$ cat src/rtl/dmem_arbiter.sv
// rtl/dmem_arbiter.sv - two-master data-memory arbiter with M1 starvation guard and lock
module dmem_arbiter #(
    parameter int AW         = 32,
    parameter int DW         = 32,
    parameter int STARVE_MAX = 4
) (
    input  logic          clk,
    input  logic          rst_n,
    input  logic          m0_req_i,
    input  logic          m0_we_i,
    input  logic [AW-1:0] m0_addr_i,
    input  logic [DW-1:0] m0_wdata_i,
    input  logic [3:0]    m0_wstrb_i,
    output logic          m0_gnt_o,
    output logic          m0_rvalid_o,
    output logic [DW-1:0] m0_rdata_o,
    input  logic          m1_req_i,
    input  logic          m1_we_i,
    input  logic [AW-1:0] m1_addr_i,
    input  logic [DW-1:0] m1_wdata_i,
    input  logic [3:0]    m1_wstrb_i,
    input  logic          m1_lock_i,
    output logic          m1_gnt_o,
    output logic          m1_rvalid_o,
    output logic [DW-1:0] m1_rdata_o,
    output logic          mem_en_o,
    output logic          mem_we_o,
    output logic [AW-1:0] mem_addr_o,
    output logic [DW-1:0] mem_wdata_o,
    output logic [3:0]    mem_wstrb_o,
    input  logic [DW-1:0] mem_rdata_i
);

    localparam int SW = ($clog2(STARVE_MAX + 1) > 0) ? $clog2(STARVE_MAX + 1) : 1;
    localparam logic [SW-1:0] SMAX = SW'(STARVE_MAX);

    typedef enum logic [1:0] {IDLE, OWN0, OWN1, LOCK1} state_e;

    state_e        state_q, state_d;
    logic [SW-1:0] starve_q, starve_d;
    logic          rd_valid_q, rd_valid_d;
    logic          rd_owner_q, rd_owner_d;   // 1 = read belongs to M1
    logic          m1_win;

    // Arbitration, next state, starvation counter and request mux
    always_comb begin
        state_d     = state_q;
        starve_d    = starve_q;
        rd_valid_d  = 1'b0;
        rd_owner_d  = rd_owner_q;
        mem_we_o    = 1'b0;
        mem_addr_o  = '0;
        mem_wdata_o = '0;
        mem_wstrb_o = '0;

        // M1 wins when locked, starved, or uncontested; reset masks both grants
        m1_win   = m1_req_i && ((state_q == LOCK1) || (starve_q == SMAX) || !m0_req_i);
        m1_gnt_o = rst_n && m1_win;
        m0_gnt_o = rst_n && m0_req_i && !m1_win && (state_q != LOCK1);
        mem_en_o = m0_gnt_o | m1_gnt_o;

        if (m0_gnt_o) begin
            mem_we_o    = m0_we_i;
            mem_addr_o  = m0_addr_i;
            mem_wdata_o = m0_wdata_i;
            mem_wstrb_o = m0_wstrb_i;
            rd_valid_d  = !m0_we_i;
            rd_owner_d  = m0_we_i ? rd_owner_q : 1'b0;
        end else if (m1_gnt_o) begin
            mem_we_o    = m1_we_i;
            mem_addr_o  = m1_addr_i;
            mem_wdata_o = m1_wdata_i;
            mem_wstrb_o = m1_wstrb_i;
            rd_valid_d  = !m1_we_i;
            rd_owner_d  = m1_we_i ? rd_owner_q : 1'b1;
        end

        if (m0_gnt_o) begin
            state_d = OWN0;
        end else if (m1_gnt_o) begin
            state_d = m1_lock_i ? LOCK1 : OWN1;
        end else if (state_q == LOCK1) begin
            state_d = OWN1;
        end else begin
            state_d = IDLE;
        end

        if (m1_gnt_o) begin
            starve_d = '0;
        end else if (m1_req_i && (starve_q != SMAX)) begin
            starve_d = starve_q + 1'b1;
        end
    end

    // State, starvation count and outstanding-read tracking
    always_ff @(posedge clk or negedge rst_n) begin
        if (!rst_n) begin
            state_q    <= IDLE;
            starve_q   <= '0;
            rd_valid_q <= 1'b0;
            rd_owner_q <= 1'b0;
        end else begin
            state_q    <= state_d;
            starve_q   <= starve_d;
            rd_valid_q <= rd_valid_d;
            rd_owner_q <= rd_owner_d;
        end
    end

    // Returning read data is steered only to the master that issued the read
    always_comb begin
        m0_rvalid_o = rd_valid_q && !rd_owner_q;
        m1_rvalid_o = rd_valid_q && rd_owner_q;
        m0_rdata_o  = m0_rvalid_o ? mem_rdata_i : '0;
        m1_rdata_o  = m1_rvalid_o ? mem_rdata_i : '0;
    end

endmodule

$ cat config.mk
export PLATFORM = sky130hd
export DESIGN_NAME = dmem_arbiter
export DESIGN_NICKNAME = d
export VERILOG_FILES = /design/src/rtl/dmem_arbiter.sv
export SDC_FILE = /design/constraint.sdc
export NUM_CORES = 1
export LEC_CHECK = 0
export ABC_AREA = 1
export BUFFER_PORTS_ARGS = -buffer_cell sky130_fd_sc_hd__buf_4
export CAP_MARGIN = 20
export CORE_AREA = 2 2 121 123
export DETAILED_ROUTE_END_ITERATION = 10
export DIE_AREA = 0 0 123 125
export MAX_ROUTING_LAYER = met4
export PLACE_DENSITY = 0.53
export SLEW_MARGIN = 40
export SYNTH_ARGS = -nofsm -noshare
export SYNTH_HDL_FRONTEND = slang
export SYNTH_SLANG_ARGS = --single-unit
$ cat constraint.sdc
create_clock -name clk -period 3.7 [get_ports clk]
set_input_delay 0.185 -clock clk [delete_from_list [all_inputs] [get_ports clk]]
set_output_delay 0.185 -clock clk [all_outputs]
set_load 0.1 [all_outputs]
==> impl_results.md, run 1 <==
* Status: finished clean
* Htree depth at 1
* Mean Syn Cell Area at 4.666 um2
* FMAX at 408.2 MHz
* Drt wl/cell at 12.88 um
* GR Util All Layers at 0.1314
* Port Buffer Count at 312
* DRC at 0
* Synth top area cells: nand2_1 (47%), nor2_1 (14%), dfrtp_1 (10%), inv_1 (9.3%), buf_6 (9.1%)
* Peak supply drop at 169.3 uV
* Worst r2r path cells at 9
* Dpl hpwl at 9383 um
* Row count at 44
* First-pass GRT wire length at 15610 um
* Worst R2R Setup Slack at 2.09 ns
* YS warnings at 0
* Avg Vias per Cell at 3.759
* Core area at 14200 um2
* Comb pwr share at 0.815
* Initial antenna violation count at 0
* Gpl congestion at 0.8406
* Ports at 313
* Worst R2R End: rd_valid_q
* Clock Sinks at 7
* Fin. Hold Viols at 0
* Pwr Density at 377.0 nW/um2
* RSZ-0062 raised after global routing: false
* Chip height at 125 um
* Worst-margin pin slew at 0.5993 ns
* Post-route minimum period at 2.450 ns
* CP Data Required Time at 3.51 ns
* Worst Hold Launch: m1_lock_i
* Worst hold margin at 0.1694 ns
* Clock slew at reported path FFs at 0.04 ns
* Initial Util at 0.1225
* Overflow after GRT at 0
* Max-cap violation count at 0
* Max Root-Sink Buffers at 2
* Largest net degree at the start of global routing at 71
* Drt first pass iters at 4
* Root buf cell: clkbuf_16
* CTS Buf Count at 3
* TritonCTS clock tree: done
* Post-layout nets at 848
* Die area at 15380 um2
* Clk_lat worst skew at 0.23 ns
* Min-delay worst type: input pin to flop
* Flops & latches, synth at 7
* Post-Syn Area at 1740 um2
* Crit start category: flop
* Synth unique cells at 17
* Worst rel slew slack at 0.5991
* Register area share after synthesis at 0.1006
* Fin crit share at 0.6621
* Post-DRT Antenna Nets at 0
* Post-Syn Instances at 373
* Leak at 0.002768 uW
* P_sw at 1043 uW
* Max-slew violation count at 0
* Drt initial violations at 80
* Layout cells sized above 1 at 0.4851
* Critical Path Fanout Max at 70
* Endpoint type of the worst setup path: output port
* Setup bufs post-CTS at 0
* Die X at 123 um
* Final Skew at 0.001309 ns
* # diodes at 0
* Cell Int Power at 550.2 uW
* # setup viols final at 0
* FF-to-FF Start: starve_q[0]
* WS Path Type: flop to output port
* Clock power share at 0.115
* Crit path DAT at 2.26 ns
* Dominant cell type by area after synthesis: nand2_1
* Switching part of the total at 0.6547
* CP Capture Point: mem_wdata_o[21]
* Post-synth top area share at 0.4745
* Post-Route WL at 11000 um
* Area delta synth->final at 142.8%
* Setup crit start: starve_q[0]
* Post-synth net total at 550
* Final TNS setup at 0 ns
* Vias in the first global route at 3037
* Seq pwr share at 0.070
* Routed vias at 3210
==> worst min-delay path by stage <==
stage,to,cells after the start
2_1_floorplan,rd_owner_q,0
5_1_grt,state_q[0],3
3_3_place_gp,starve_q[2],1
4_1_cts,state_q[0],3
3_5_place_dp,starve_q[2],1
6_report,state_q[0],3
==> power groups by stage <==
| stage | logic [uW] | registers [uW] | clock network (uW) |
|---|---|---|---|
| 6_report | 1300 | 112 | 183 |
| 5_1_grt | 1360 | 113 | 191 |
| 4_1_cts | 1310 | 112 | 186 |
| 3_5_place_dp | 1310 | 113 | 0 |
| 3_3_place_gp | 1300 | 112 | 0 |
| 2_1_floorplan | 967 | 110 | 0 |
==> layout make-up <==
class	instances	area (um2)
Fill cell	1644	9977
Inverter	45	178.9
Timing Repair Buffer	313	2352
Sequential cell	7	175.2
Multi-Input combinational cell	301	1211
Clock buffer	4	78.83
Tap cell	184	230.2
==> critical path: stages (launching register included) <==
cell     delay [ns]
dfrtp_1        0.36
inv_1          0.06
ha_1           0.20
nand2_2        0.12
nand3_4        0.10
nand2_2        0.09
nand2_4        0.08
inv_6          0.36
nand2_1        0.18
nand2_1        0.11
buf_4          0.29
==> per-layer routing <==
metal / GRT usage / vias to the layer above / routed length [um]
met3: 0.03513 / 6 / 1250
li1: - / 1664 / -
met5: - / - / 0
met4: 0.01537 / 0 / 90
met2: 0.2389 / 194 / 5352
met1: 0.1463 / 1346 / 4309
==> synth_stat cells (all sizes together) <==
master and number:
xnor2 1, dfrtp 7, clkbuf 6, buf 14, nand2 223, nor2 66, nand4 1, a21oi 1
nand3 6, o22ai 1, inv 45, ha 2
==> layout by cell type (no fill, tap or decap) <==
cell / n
nand2_2: 4
dlygate4sd3_1: 1
nand4_1: 1
nand3_1: 4
ha_1: 2
nand3_4: 2
xnor2_1: 1
nand2_4: 1
a21oi_1: 1
buf_4: 312
clkbuf_1: 1
nor2_1: 65
inv_6: 2
nand2_1: 218
nor2_2: 1
o22ai_1: 1
clkbuf_16: 3
dfrtp_1: 7
inv_1: 43
==> registers in the layout, summed over array words and instances (netlist names) <==
signal / flops
state_q: 2
rd_owner_q: 1
starve_q: 3
rd_valid_q: 1
==> stage by stage <==
step | power [uW] | setup slack, ns | instance area [um2] | cells | util
2_1_floorplan | 1077 | 1.086 | 1740 | 373 | -
3_3_place_gp | 1414 | 1.459 | 4133 | 849 | 0.2910
3_5_place_dp | 1419 | 1.441 | 4138 | 849 | 0.2913
4_1_cts | 1607 | 1.194 | 4227 | 854 | 0.2976
5_1_grt | 1664 | 1.051 | 4227 | 854 | 0.2976
6_report | 1593 | 1.250 | 4227 | 854 | 0.2976
==> cell families after synthesis <==
logic type | Yosys count | synth area share
AOI/OAI and AO/OA | 2 | 0.006470
xor gates and xnor gates | 1 | 0.005033
adders and majority gates | 2 | 0.01438
buffers and inverters | 65 | 0.2063
DFF | 7 | 0.1006
and+or+nand+nor | 296 | 0.6671
==> repair_timing <==
action                     4_1_cts  5_1_grt
hold buffers                     1        0
gates resized for setup          0        0
setup endpoints to repair        0        0
hold endpoints to repair         7        0
No activity file was read; power rests on OpenSTA's default activity.
==> run 2: changes to the inputs <==
--- a/config.mk
+++ b/config.mk
@@ -5,14 +5,14 @@
 export SDC_FILE = /design/constraint.sdc
 export NUM_CORES = 1
 export LEC_CHECK = 0
-export ABC_AREA = 1
+export ABC_AREA = 0
 export BUFFER_PORTS_ARGS = -buffer_cell sky130_fd_sc_hd__buf_4
 export CAP_MARGIN = 20
-export CORE_AREA = 2 2 121 123
+export CORE_AREA = 2 2 120 122
 export DETAILED_ROUTE_END_ITERATION = 10
-export DIE_AREA = 0 0 123 125
+export DIE_AREA = 0 0 122 124
 export MAX_ROUTING_LAYER = met4
-export PLACE_DENSITY = 0.53
+export PLACE_DENSITY = 0.62
 export SLEW_MARGIN = 40
 export SYNTH_ARGS = -nofsm -noshare
 export SYNTH_HDL_FRONTEND = slang
==> constraint.sdc (replaced) <==
create_clock -name clk -period 2.1 [get_ports clk]
set_input_delay 0.105 -clock clk [delete_from_list [all_inputs] [get_ports clk]]
set_output_delay 0.105 -clock clk [all_outputs]
set_load 0.1 [all_outputs]
==> impl_results.md, run 2 <==
* Post-layout nets at 893 (+5.3%)
* Max Root-Sink Buffers at 2 (unchanged)
* Post-Syn Area at 2624 um2 (+51%)
* P_sw at 2326 uW (+120%)
* Max-cap violation count at 0 (unchanged)
* Most frequent cell after synthesis: and3_1
* Post-synth net total at 614 (+12%)
* Clock power share at 0.090 (-0.025)
* Chip height at 124 um (-0.80%)
* Layout cells sized above 1 at 0.4811 (-0.003956)
* Overflow after GRT at 0 (unchanged)
* Fin crit share at 0.9744
* Core area at 13720 um2 (-3.4%)
* Clock slew at reported path FFs at 0.04 ns (about the same)
* Switching part of the total at 0.6426 (-0.01205)
* Synth cell count leaders: and3_1 (102), nand2_1 (73), a21oi_1 (72), o21a_1 (71), clkbuf_1 (39)
* Worst-margin pin slew at 0.3590 ns (-0.2402 ns)
* WS Path Type: flop to output port
* Main combinational cell family by area after synthesis: simple AND/OR/NAND/NOR gates
* Mux contribution to synthesized area at 0 (unchanged)
* Gpl congestion at 0.8074 (-3.9%)
* Row count at 43 (-2.3%)
* GR Util All Layers at 0.1618 (+0.03037)
* Cell family with most CP delay: buffers and inverters
* CP Data Required Time at 2.00 ns (-1.51 ns)
* Post-synth top area share at 0.2432 (-0.2313)
* Endpoint type of the worst setup path: output port
* Initial antenna violation count at 0 (unchanged)
* Final standard cell area without fillers at 5290 um2 (+25%)
* Slowest CP cell: dfrtp_1
* Synth unique cells at 26 (+9)
* Pwr Density at 684.2 nW/um2 (+82%)
* Initial Util at 0.1912 (+0.06871)
* Crit path DAT at 1.94 ns (-0.32 ns)
* FMAX at 488.7 MHz
* CTS Buf Count at 3 (unchanged)
* Synth top area cells: and3_1 (24%), o21a_1 (20%), a21oi_1 (14%), nand2_1 (10%), and2_1 (8.1%)
* Register area share after synthesis at 0.06676 (-0.03388)
* Leak at 0.003012 uW (+8.8%)
* Peak supply drop at 284.3 uV (+68%)
* Mean Syn Cell Area at 6.004 um2 (+29%)
* Max-slew violation count at 0 (unchanged)
* Worst-path cell chain: inv_1 -> ha_1 -> nand3_4 -> buf_12 -> and3_1 -> o21a_1 -> buf_4
* # fillers at 1521 (-7.5%)
* Die X at 122 um (-0.81%)
* Dominant cell type by area after synthesis: and3_1
* Post-DRT Antenna Nets at 0 (unchanged)
* # diodes at 0 (unchanged)
* Seq pwr share at 0.059 (-0.011)
* Final TNS setup at 0 ns (unchanged)
* Post-Syn Instances at 437 (+17%)
* Post-synth EDFFs at 0 (unchanged)
* Fraction of registers with async set/reset at 1.000 (unchanged)
* Biggest registers after layout: starve_q (3), state_q (2)
* Flops & latches, synth at 7 (unchanged)
* Commonest non-fill, non-tap cell in the layout: buf_4
* Status: finished clean
* Clock Sinks at 7 (unchanged)
* Placed Area at 5154 um2 (+25%)
* Xor/xnor share of the synthesized area at 0.003338 (-0.001694)
* TritonCTS clock tree: done
* Largest net degree at the start of global routing at 84 (+18%)
* Post-route minimum period at 2.046 ns
* Slowest stage delay, CP at 0.39 ns (+0.03 ns)
* Ports at 313 (unchanged)
* # setup viols final at 0 (unchanged)
* Post-Route WL at 14200 um (+29%)
* Port Buffer Count at 312 (unchanged)
* Most frequent cells in the layout: buf_4 (318), and3_1 (102), nand2_1 (72), a21oi_1 (72), o21a_1 (71)
* Dpl hpwl at 10350 um (+10%)
* Die area at 15130 um2 (-1.6%)
* Routed vias at 4149 (+29%)
* DRC at 0 (unchanged)
* Critical Path Fanout Max at 37 (-47%)
* Crit start category: flop
* Final Skew at 0.0003014 ns (-0.001008 ns)
* Min-delay worst type: input pin to flop
* Avg Vias per Cell at 4.636 (+23%)
* Drt wl/cell at 15.87 um (+23%)
* Adder-Cell Fraction of Synth Area at 0.009537 (-0.004841)
* Top FF cell, synth: dfrtp_1
* Clk_lat worst skew at 0.23 ns (about the same)
* YS warnings at 0 (unchanged)
* Area delta synth->final at 101.6%
* Worst rel slew slack at 0.7606 (+0.1616)
* First-pass GRT wire length at 19060 um (+22%)
* Post-Synth Simple-Gate Area at 0.4449 (-0.2222)
* Top reg by flops: starve_q
* Comb pwr share at 0.852 (+0.037)
* Vias in the first global route at 3564 (+17%)
* Htree depth at 1 (unchanged)
* Drt first pass iters at 4 (unchanged)
* Power, Total at 3619 uW (+130%)
* Drt initial violations at 200 (+150%)
* Max reg flops at 3 (unchanged)
* Root buf cell: clkbuf_16
* Cell Int Power at 1293 uW (+140%)
* Buffers & Inverters on Critical Path at 3 (unchanged)
* Worst hold margin at 0.1588 ns (-0.01053 ns)
* Fin. Hold Viols at 0 (unchanged)
* Compound-Gate Fraction of Synth Area at 0.3782 (+0.3717)
run 2: worst register-to-register path, stage by stage (launching register included):
cell and delay (ns):
dfrtp_1 0.37, inv_1 0.05, ha_1 0.26, nand2_2 0.15, buf_12 0.19, a21boi_1 0.11, buf_4 0.16, a221oi_1 0.27
run 2: metal layers:
metal	wire length [um]	global-route usage
met1	5470	0.1765
met2	7486	0.3115
met3	1109	0.03068
met4	134	0.02083
met5	0	-
run 2: what timing repair did:
action / in CTS / in global routing
endpoints found under the hold margin: 7 / 0
gates resized for setup: 0 / 2
setup buffers: 0 / 0
setup endpoints to repair: 0 / 19
hold buffers: 1 / 0
run 2: path summary, 6_finish.rpt:
path                        startpoint               to  slack (ns)  cells after the start
setup / recovery           starve_q[1]  mem_wdata_o[21]        0.05                      7
hold / removal               m1_lock_i       state_q[0]        0.16                      3
setup reg to reg           starve_q[0]      starve_q[2]        0.43                      7
hold reg to reg            starve_q[1]      starve_q[1]        0.55                      1
max in group asynchronous        rst_n      starve_q[1]        1.49                      2
min in group asynchronous        rst_n      starve_q[2]        0.34                      2
run 2: cell type report:
class	instances	area, um2	share of cell area
Inverter	3	11.26	0.002129
Timing Repair Buffer	329	2585	0.4886
Multi-Input combinational cell	372	2215	0.4186
Clock buffer	4	78.83	0.01490
Sequential cell	7	175.2	0.03311
Tap cell	180	225.2	0.04257
run 2: kinds of logic (layout without fill, tap and decap cells):
logic type / Yosys count / count (layout)
buffers and inverters: 58 / 336
DFF: 7 / 7
xor gates and xnor gates: 1 / 1
and+or+nand+nor: 215 / 215
AOI/OAI and AO/OA: 154 / 154
adders and majority gates: 2 / 2
run 2: power by group through the flow:
stage	sequential, uW	clock [uW]	combinational (uW)
after floorplan	210	0	2220
after global placement	210	0	3030
after detailed placement	211	0	3030
after CTS	211	334	3040
after global routing	218	347	3220
final	213	324	3080
run 2: per-stage QoR:
step | setup WS, ns | utilization | cells
after detailed placement | 0.3047 | 0.3757 | 888
after global routing | -0.02374 | 0.3856 | 895
after floorplan | 0.09918 | - | 437
after CTS | 0.04676 | 0.3821 | 893
final | 0.05375 | 0.3856 | 895
after global placement | 0.3081 | 0.3757 | 888
==> run 3: changes to the inputs <==
--- a/config.mk
+++ b/config.mk
@@ -8,11 +8,12 @@
 export ABC_AREA = 0
 export BUFFER_PORTS_ARGS = -buffer_cell sky130_fd_sc_hd__buf_4
 export CAP_MARGIN = 20
-export CORE_AREA = 2 2 120 122
+export CELL_PAD_IN_SITES_DETAIL_PLACEMENT = 0
+export CELL_PAD_IN_SITES_GLOBAL_PLACEMENT = 1
+export CORE_UTILIZATION = 18
 export DETAILED_ROUTE_END_ITERATION = 10
-export DIE_AREA = 0 0 122 124
 export MAX_ROUTING_LAYER = met4
-export PLACE_DENSITY = 0.62
+export PLACE_DENSITY = 0.88
 export SLEW_MARGIN = 40
 export SYNTH_ARGS = -nofsm -noshare
 export SYNTH_HDL_FRONTEND = slang
==> impl_results.md, run 3 (same netlist as run 2, synthesis figures left out) <==
* Worst-path cell chain: inv_1 -> ha_2 -> nand3_2 -> buf_12 -> and3_1 -> o21a_1 -> buf_4
* GR Util All Layers at 0.1605 (-0.001209)
* Die area at 15060 um2 (-0.42%)
* Clock Sinks at 7 (unchanged)
* Post-DRT Antenna Nets at 0 (unchanged)
* Largest net degree at the start of global routing at 57 (-32%)
* FMAX at 503.0 MHz (+2.9%)
* Endpoint type of the worst setup path: output port
* Pwr Density at 675.1 nW/um2 (-1.3%)
* Buffers & Inverters on Critical Path at 3 (unchanged)
* Top reg by flops: starve_q
* Crit path DAT at 1.88 ns (-0.06 ns)
* Final standard cell area without fillers at 5343 um2 (+0.99%)
* Max-slew violation count at 0 (unchanged)
* Slowest CP cell: dfrtp_1
* Peak supply drop at 206.9 uV (-27%)
* Min-delay worst type: input pin to flop
* Area occupied by registers at 175.2 um2 (unchanged)
* # diodes at 0 (unchanged)
* Routed vias at 4169 (+0.48%)
* Row count at 43 (unchanged)
* Layout cells sized above 1 at 0.4868 (+0.005705)
* Overflow after GRT at 0 (unchanged)
* Fin crit share at 0.9467 (-0.02772)
* Final Skew at 0.0004085 ns (+0.0001071 ns)
* Biggest registers after layout: starve_q (3), state_q (2)
* Commonest non-fill, non-tap cell in the layout: buf_4
* Die X at 122.7 um (+0.60%)
* Post-layout nets at 899 (+0.67%)
* Slowest stage delay, CP at 0.39 ns (about the same)
* Avg Vias per Cell at 4.627 (-0.19%)
* Initial Util at 0.1868 (-0.004396)
* Critical Path Fanout Max at 36 (-2.7%)
* Fin. Hold Viols at 0 (unchanged)
* Cell family with most CP delay: buffers and inverters
* Max-cap violation count at 0 (unchanged)
* Chip height at 122.7 um (-1.0%)
* CTS Buf Count at 3 (unchanged)
* RSZ-0062 raised after global routing: false
* Crit start category: flop
* Worst-margin pin slew at 0.3982 ns (+0.03918 ns)
* Htree depth at 1 (unchanged)
* # fillers at 1518 (-0.20%)
* Vias in the first global route at 3819 (+7.2%)
* Multi-input gate area at 2210 um2 (-0.23%)
* DRC at 0 (unchanged)
* CP Data Required Time at 2.00 ns (about the same)
* Initial antenna violation count at 0 (unchanged)
* Max reg flops at 3 (unchanged)
* Drt first pass iters at 4 (unchanged)
* Root buf cell: clkbuf_16
* Clock slew at reported path FFs at 0.04 ns (about the same)
* Post-route minimum period at 1.988 ns (-0.05821 ns)
* Worst rel slew slack at 0.7345 (-0.02612)
* Final TNS setup at 0 ns (unchanged)
* Most frequent cells in the layout: buf_4 (324), and3_1 (102), nand2_1 (72), a21oi_1 (72), o21a_1 (71)
* TritonCTS clock tree: done
* # setup viols final at 0 (unchanged)
* First-pass GRT wire length at 18720 um (-1.8%)
* Max Root-Sink Buffers at 2 (unchanged)
* Placed Area at 5216 um2 (+1.2%)
* Dpl hpwl at 10020 um (-3.2%)
* Clk_lat worst skew at 0.23 ns (about the same)
* WS Path Type: flop to output port
* Post-Route WL at 13140 um (-7.4%)
* Drt wl/cell at 14.59 um (-8.1%)
* Area delta synth->final at 103.6%
* Drt initial violations at 136 (-32%)
* Status: finished clean
* Leak at 0.003042 uW (+1.0%)
* Ports at 313 (unchanged)
* Core area at 14040 um2 (+2.4%)
* Gpl congestion at 0.7554 (-6.4%)
* Port Buffer Count at 312 (unchanged)
-- run 3: metrics by stage --
step                std cells    util  setup WS [ns]  hold WS, ns  power (uW)
floorplan                 437       -        0.09918      -0.1906        2426
global placement          893  0.3715         0.2529      0.06040        3270
detailed placement        893  0.3715         0.2565      0.05896        3273
CTS                       901  0.3803        0.06666       0.1631        3629
global route              901  0.3805        0.01427       0.2177        3780
finish                    901  0.3805         0.1120       0.1603        3607
-- run 3: power by group --
part           internal (uW)  leakage [uW]  total (uW)  switching [uW]
Sequential               174     0.0000888         211            37.1
Combinational            879       0.00292        3060            2190
Clock                    253     0.0000382         332            78.5
Total                   1310       0.00304        3610            2300
-- run 3: path summary, 6_finish.rpt --
kind / slack (ns) / cells after the start / end / start
setup / recovery: 0.11 / 7 / mem_wdata_o[9] / starve_q[0]
hold reg to reg: 0.52 / 1 / starve_q[1] / starve_q[1]
max in group asynchronous: 1.27 / 3 / rd_valid_q / rst_n
hold / removal: 0.16 / 3 / state_q[0] / m1_lock_i
setup reg to reg: 0.47 / 7 / starve_q[2] / starve_q[0]
min in group asynchronous: 0.35 / 2 / starve_q[2] / rst_n
-- run 3: layer usage --
| metal | vias up | global-route usage | routed length [um] |
|---|---|---|---|
| met2 | 170 | 0.3100 | 6928 |
| li1 | 2095 | - | - |
| met1 | 1895 | 0.1744 | 5208 |
| met5 | - | - | 0 |
| met3 | 9 | 0.02602 | 942 |
| met4 | 0 | 0.01905 | 65 |
-- run 3: layout make-up --
| class | instances | area share |
|---|---|---|
| Clock buffer | 4 | 0.01475 |
| Tap cell | 180 | 0.04215 |
| Multi-Input combinational cell | 372 | 0.4136 |
| Sequential cell | 7 | 0.03279 |
| Timing Repair Buffer | 335 | 0.4946 |
| Inverter | 3 | 0.002108 |
-- run 3: tightest hold or removal path, delay by kind of cell --
family	cells	cell delay [ns]
buffers and inverters	1	0.11
AO/OA/AOI/OAI	2	0.13
-- run 3: timing repair --
item / in CTS / in global routing
endpoints found under the hold margin: 3 / 0
buffers inserted: 3 / 0
resized for setup: 0 / 1
hold buffers: 1 / 0
endpoints found under the setup margin: 3 / 47
pin swaps: 1 / 0
